## config.mk

```make
export PLATFORM = sky130hd
export DESIGN_NAME = upsampler_coef_ctrl
export DESIGN_NICKNAME = d
export VERILOG_FILES = /design/src/rtl/upsampler_coef_ctrl.sv
export SDC_FILE = /design/constraint.sdc
export NUM_CORES = 1
export LEC_CHECK = 0
export CORE_ASPECT_RATIO = 0.5
export CORE_MARGIN = 1
export CORE_UTILIZATION = 30
export DETAILED_ROUTE_END_ITERATION = 8
export PLACE_DENSITY = 0.51
export SLEW_MARGIN = 20
export SYNTH_ARGS = -nofsm -noshare
export SYNTH_HDL_FRONTEND = slang
export SYNTH_SLANG_ARGS = --single-unit
```

## constraint.sdc

```tcl
create_clock -name clk -period 2.9 [get_ports clk]
set_clock_uncertainty 0.2 [all_clocks]
set_input_delay 0.58 -clock clk [delete_from_list [all_inputs] [get_ports clk]]
set_output_delay 0.58 -clock clk [all_outputs]
set_load 0.05 [all_outputs]
```

## src/rtl/upsampler_coef_ctrl.sv

```systemverilog
// upsampler_coef_ctrl: run-time coefficient loader/sequencer for the
// upsampler chain (half-band + CIC compensator). Freezes the chain enable
// while coefficients are written, steers writes, then flushes the chain.
//
// Ports:
//   clk, reset (async, active-high)
//   ce_in            raw chain enable from the rate source
//   cfg_start/cfg_sel/cfg_we/cfg_addr/cfg_data/cfg_commit  CSR side
//   chain_ce/chain_hold/chain_flush                        chain control
//   hb_coef_we/addr/data, comp_coef_we/addr/data           coefficient ports
//   busy, done, err                                        status
//
// Optional feature macro: UPS_COEF_CHECKSUM_EN adds cfg_csum (32-bit
// running sum of sign-extended accepted coefficients).
module upsampler_coef_ctrl #(
    parameter int HB_CW        = 19,
    parameter int HB_DEPTH     = 64,
    parameter int COMP_CW      = 16,
    parameter int COMP_DEPTH   = 32,
    parameter int AW           = 6,
    parameter int FLUSH_CYCLES = 16,
    parameter int LOAD_TIMEOUT = 65535
) (
    input  logic                clk,
    input  logic                reset,
    input  logic                ce_in,
    input  logic                cfg_start,
    input  logic                cfg_sel,
    input  logic                cfg_we,
    input  logic [AW-1:0]       cfg_addr,
    input  logic [31:0]         cfg_data,
    input  logic                cfg_commit,
    output logic                chain_ce,
    output logic                chain_hold,
    output logic                chain_flush,
    output logic                hb_coef_we,
    output logic [AW-1:0]       hb_coef_addr,
    output logic [HB_CW-1:0]    hb_coef_data,
    output logic                comp_coef_we,
    output logic [AW-1:0]       comp_coef_addr,
    output logic [COMP_CW-1:0]  comp_coef_data,
    output logic                busy,
    output logic                done,
    output logic                err
`ifdef UPS_COEF_CHECKSUM_EN
    ,
    output logic [31:0]         cfg_csum
`endif
);

    localparam int TW = $clog2(LOAD_TIMEOUT + 1);
    localparam int FW = $clog2(FLUSH_CYCLES + 1);

    typedef enum logic [2:0] {
        IDLE,
        HOLD,
        LOAD,
        FLUSH,
        RESUME
    } state_t;

    state_t          state;
    logic [TW-1:0]   idle_cnt;
    logic [FW-1:0]   flush_cnt;
    logic            hb_ok;
    logic            comp_ok;
    logic            timeout;

    // Address range checks widened by one bit so DEPTH == 2^AW fits.
    assign hb_ok   = {1'b0, cfg_addr} < (AW+1)'(HB_DEPTH);
    assign comp_ok = {1'b0, cfg_addr} < (AW+1)'(COMP_DEPTH);

    // A cycle with a write or commit is never an idle cycle.
    assign timeout = !cfg_we && !cfg_commit &&
                     (idle_cnt == TW'(LOAD_TIMEOUT - 1));

    // Reset is folded in so the gated enable is 0 while reset is held.
    assign chain_ce = ce_in & ~chain_hold & ~reset;

    always_ff @(posedge clk or posedge reset) begin
        if (reset) begin
            state          <= IDLE;
            idle_cnt       <= '0;
            flush_cnt      <= '0;
            chain_hold     <= 1'b0;
            chain_flush    <= 1'b0;
            hb_coef_we     <= 1'b0;
            hb_coef_addr   <= '0;
            hb_coef_data   <= '0;
            comp_coef_we   <= 1'b0;
            comp_coef_addr <= '0;
            comp_coef_data <= '0;
            busy           <= 1'b0;
            done           <= 1'b0;
            err            <= 1'b0;
`ifdef UPS_COEF_CHECKSUM_EN
            cfg_csum       <= '0;
`endif
        end else begin
            done         <= 1'b0;
            hb_coef_we   <= 1'b0;
            comp_coef_we <= 1'b0;
            unique case (state)
                IDLE: begin
                    if (cfg_start) begin
                        state      <= HOLD;
                        chain_hold <= 1'b1;
                        busy       <= 1'b1;
                        err        <= 1'b0;
`ifdef UPS_COEF_CHECKSUM_EN
                        cfg_csum   <= '0;
`endif
                    end
                end
                HOLD: begin
                    // Never cut an enable that is already asserted.
                    if (!ce_in) begin
                        state    <= LOAD;
                        idle_cnt <= '0;
                    end
                end
                LOAD: begin
                    if (cfg_we) begin
                        idle_cnt <= '0;
                        if (!cfg_sel) begin
                            if (hb_ok) begin
                                hb_coef_we   <= 1'b1;
                                hb_coef_addr <= cfg_addr;
                                hb_coef_data <= cfg_data[HB_CW-1:0];
`ifdef UPS_COEF_CHECKSUM_EN
                                cfg_csum <= cfg_csum +
                                    {{(32-HB_CW){cfg_data[HB_CW-1]}},
                                     cfg_data[HB_CW-1:0]};
`endif
                            end else begin
                                err <= 1'b1;
                            end
                        end else begin
                            if (comp_ok) begin
                                comp_coef_we   <= 1'b1;
                                comp_coef_addr <= cfg_addr;
                                comp_coef_data <= cfg_data[COMP_CW-1:0];
`ifdef UPS_COEF_CHECKSUM_EN
                                cfg_csum <= cfg_csum +
                                    {{(32-COMP_CW){cfg_data[COMP_CW-1]}},
                                     cfg_data[COMP_CW-1:0]};
`endif
                            end else begin
                                err <= 1'b1;
                            end
                        end
                    end else if (!cfg_commit) begin
                        idle_cnt <= idle_cnt + 1'b1;
                    end
                    // A same-cycle write is captured above before closing.
                    if (cfg_commit || timeout) begin
                        state       <= FLUSH;
                        chain_flush <= 1'b1;
                        flush_cnt   <= FW'(FLUSH_CYCLES - 1);
                    end
                    if (timeout) begin
                        err <= 1'b1;
                    end
                end
                FLUSH: begin
                    if (flush_cnt == '0) begin
                        state       <= RESUME;
                        chain_flush <= 1'b0;
                        done        <= 1'b1;
                    end else begin
                        flush_cnt <= flush_cnt - 1'b1;
                    end
                end
                RESUME: begin
                    state      <= IDLE;
                    chain_hold <= 1'b0;
                    busy       <= 1'b0;
                end
                default: begin
                    state <= IDLE;
                end
            endcase
            // Stray writes outside a load window are flagged.
            if (cfg_we && state != LOAD) begin
                err <= 1'b1;
            end
        end
    end

endmodule

```

==> results.tsv <==
stage	metric	value	unit
routing	total_length_of_routed_met3_wires	348	um
cts	htree_num_levels	3	
cts	clkLatencyLatePin	0.33	ns
routing	routed_via_count_divided_by_cell_count	4.92	
sta	timing.final.max_slew_violations	0	
global_route	wire_length_of_the_first_global_routing_pass	13.4	mm
cells_and_area	post-route-cell-area	0.00484	mm^2
setup_path	worst-setup-path-type	in2out	
global_route	first_global_vias	2656	
sta	totalNegativeSetupSlack	0	ns
floorplan	chipHeight	77.9	um
routing	top_sig_layer	met4	
floorplan	core.rowCount	27	
routing	met1_wl	3.53	mm
cts	post-cts-setup-buffers	0	
setup_path	reg2regPathDepth	7	
cells_and_area	antenna_cells_inserted	0	
setup_path	critical_path.slowest_cell	sky130_fd_sc_hd__clkdlybuf4s50_1	
cts	cts_resized	0	
yosys	synthMuxAreaShare	0.153	
yosys	synth_sequential_area_ratio	0.558	
sta	finalCritPeriodShare	0.826	
placed_design	count_of_buffers_inserted_at_the_top_level_ports	86	
sta	timing.final.hold_violations	0	
sta	finalWorstPathRequiredPeriod	2.39	ns
yosys	netlist-cell-type-count	40	
yosys	share_of_async_settable_or_async_resettable_flops_after_synthesis	1.00	
hold_path	min-delay-path-class	reg2reg	
sta	setup_repair_after_global_routing_missed_its_margin	false	
cts	cts_hold_buffers	0	
setup_path	r2r_setup_slack	0.68	ns
setup_path	cpPeakStageDelay	0.50	ns
cells_and_area	final_net_count	444	
cells_and_area	syn2layout_area_growth	40.2	%
setup_path	worst-endpoint-arrival	1.61	ns
global_route	grt_antenna_before_repair	0	
yosys	synthesized_area_fraction_occupied_by_adder_cells	0.0145	
power_and_ir_drop	total_leakage_power	2.04	nW
cells_and_area	layout.cells.most_common_list	sky130_fd_sc_hd__clkdlybuf4s50_1 (85), sky130_fd_sc_hd__dfrtp_1 (77), sky130_fd_sc_hd__mux2_2 (46)	
cts	clock_tree.buffer_depth	2	
setup_path	timing.critical_path.from_type	primary input	
yosys	count_of_mapped_cells_out_of_synthesis	303	
placed_design	dpl_cell_area	0.00452	mm^2
sta	achievable_frequency	418	MHz
placed_design	dpl.cell_count	529	
cts	numCtsBuffers	9	
sta	worstMarginPinSlew	0.531	ns
floorplan	coreArea	0.0111	mm^2
floorplan	i_o_pin_count	100	
yosys	compound_cell_area_share_of_the_yosys_netlist	0.105	
yosys	ys_seq_elements	77	
status	outcome	finished, final reports clean	
yosys	synthesis.nets	352	
yosys	synth_simple_gate_area_frac	0.133	
routing	drtPass1Iterations	4	
sta	final.hold.worst_slack	0.283	ns
cts	cts_tree	done	
yosys	ys_warn_count	0	
routing	drt_wl_total	8.13	mm
setup_path	critPathTopFamily	buffers and inverters	
yosys	yosys.area_share.xor_xnor	0	
cts	total_number_of_clock_tree_sinks	77	
yosys	netlist_area	0.00345	mm^2
cells_and_area	final_cell_count_no_fill	544	
power_and_ir_drop	maximum_vdd_drop	0.000538	V
job	timing.max_cap.violations	0	
cts	clkTransAtPathRegs	0.06	ns
cells_and_area	most_frequent_standard_cell_in_the_layout_excluding_fill_and_tap_cells	sky130_fd_sc_hd__clkdlybuf4s50_1	
routing	met2_wirelength	4.14	mm
yosys	number_of_enable_flip_flop_cells_after_synthesis	0	
placed_design	place.gp.congestion	0.769	
setup_path	required	2.12	ns
routing	avgRoutedWirePerCell	14.9	um
power_and_ir_drop	pwr_per_cell_area	1160	mW/mm^2
floorplan	fp.dieArea	0.0120	mm^2
global_route	grt_max_degree	66	
placed_design	pre_cts_ws	0.242	ns
global_route	total_routing_usage_gr	0.143	
placed_design	dp_hpwl	5.75	mm
hold_path	hold_path_depth	1	
setup_path	rr_endpoint	flush_cnt[3]$_DFFE_PP0P_	
global_route	grt.overflow.total	0	
setup_path	crit_buf_inv	2	
hold_path	worstHoldEndpoint	idle_cnt[12]$_DFFE_PP0P_	
routing	drtAntennaViolNets	0	
routing	drc	0	
yosys	synth.avg_cell_area	11.4	um^2
setup_path	ff_to_ff_start	flush_cnt[0]$_DFFE_PP0P_	
setup_path	crit_path_end_kind	output port	
sta	setup_viol	0	
yosys	dominantRegCellSynth	sky130_fd_sc_hd__dfrtp_1	
routing	drt-initial-drc-count	89	
routing	vias	2676	
floorplan	floorplan.initialDensity	0.312	
sta	setup_ws	0.505	ns
cts	cts_root_buffer	sky130_fd_sc_hd__clkbuf_16	
yosys	combinational_family_with_the_most_area_after_synthesis	multiplexers	
cells_and_area	drive_above_1_share	0.201	
setup_path	timing.critical_path.fanout_max	3	
floorplan	fp.dieW	154	um
sta	timing.slew.headroom	0.645	
hold_path	hold_start	idle_cnt[12]$_DFFE_PP0P_	
setup_path	crit_path_cell_trace	clkdlybuf4s50_1, nor3b_1, buf_12	
==> sequential cells by signal, summed over array words and instances, names as in the netlist <==
signal	cells
busy	1
chain_flush	1
comp_coef_addr	6
comp_coef_data	16
comp_coef_we	1
done	1
err	1
flush_cnt	5
hb_coef_addr	6
hb_coef_data	19
hb_coef_we	1
idle_cnt	16
state	3
==> per-stage QoR <==
step,power [mW],utilization
floorplan,3.51,-
global placement,4.40,0.408
detailed placement,4.44,0.408
CTS,5.66,0.437
global route,5.87,0.437
finish,5.60,0.437
==> metal layers <==
layer | global-route usage | vias to the layer above
li1 | - | 1270
met1 | 0.171 | 1345
met2 | 0.245 | 51
met3 | 0.0469 | 10
met4 | 0.0440 | 0
met5 | 0 | -
==> synthesized netlist by cell type, drive strengths merged, types with 2 or more instances <==
master	n	area, um^2
o31ai	6	45.0
a31oi	7	43.8
nand2	23	86.3
dfrtp	77	1930
nor3b	2	15.0
or4	2	15.0
a31o	2	17.5
nor3	6	40.0
nor2b	4	25.0
a21oi	10	50.1
buf	11	76.3
or2	2	12.5
clkbuf	5	18.8
nand4	5	31.3
inv	8	30.0
mux2	46	518
nor4	3	18.8
nand2b	2	12.5
a211oi	3	22.5
o21ai	25	125
nor2	26	97.6
nand3b	2	15.0
ha	4	50.1
nand3	10	50.1
==> cell type report <==
| class | count | area [um^2] |
|---|---|---|
| fillers | 1061 | 6240 |
| inverters | 8 | 30.0 |
| well taps | 145 | 181 |
| clock inverters | 4 | 72.6 |
| flip-flops and latches | 77 | 1930 |
| repair buffers | 97 | 978 |
| clock buffers | 11 | 243 |
| multi-input cells | 202 | 1410 |
==> worst max path at each step <==
stage	startpoint	to	slack (ns)	cells after the start
after floorplan	reset	busy$_DFFE_PP0P_	0.15	1
after global placement	cfg_we	idle_cnt[12]$_DFFE_PP0P_	0.25	6
after detailed placement	cfg_commit	state[0]$_DFFE_PP0P_	0.24	5
after CTS	ce_in	chain_ce	0.49	3
after global routing	cfg_commit	state[0]$_DFFE_PP0P_	0.34	5
final	ce_in	chain_ce	0.51	3
==> logic make-up (layout without fill, tap and decap cells) <==
group | Yosys count | in the layout
flip-flops | 77 | 77
buffers and inverters | 24 | 120
AO/OA/AOI/OAI | 59 | 59
AND/OR/NAND/NOR | 92 | 92
adder cells (fa/ha/maj) | 4 | 4
multiplexers | 47 | 47
==> power by group <==
group | total, mW | switching [mW] | internal, mW
clock | 1.19 | 0.417 | 0.771
sequential | 1.70 | 0.252 | 1.45
combinational | 2.71 | 1.72 | 0.994
No activity file was read; power rests on OpenSTA's default activity.
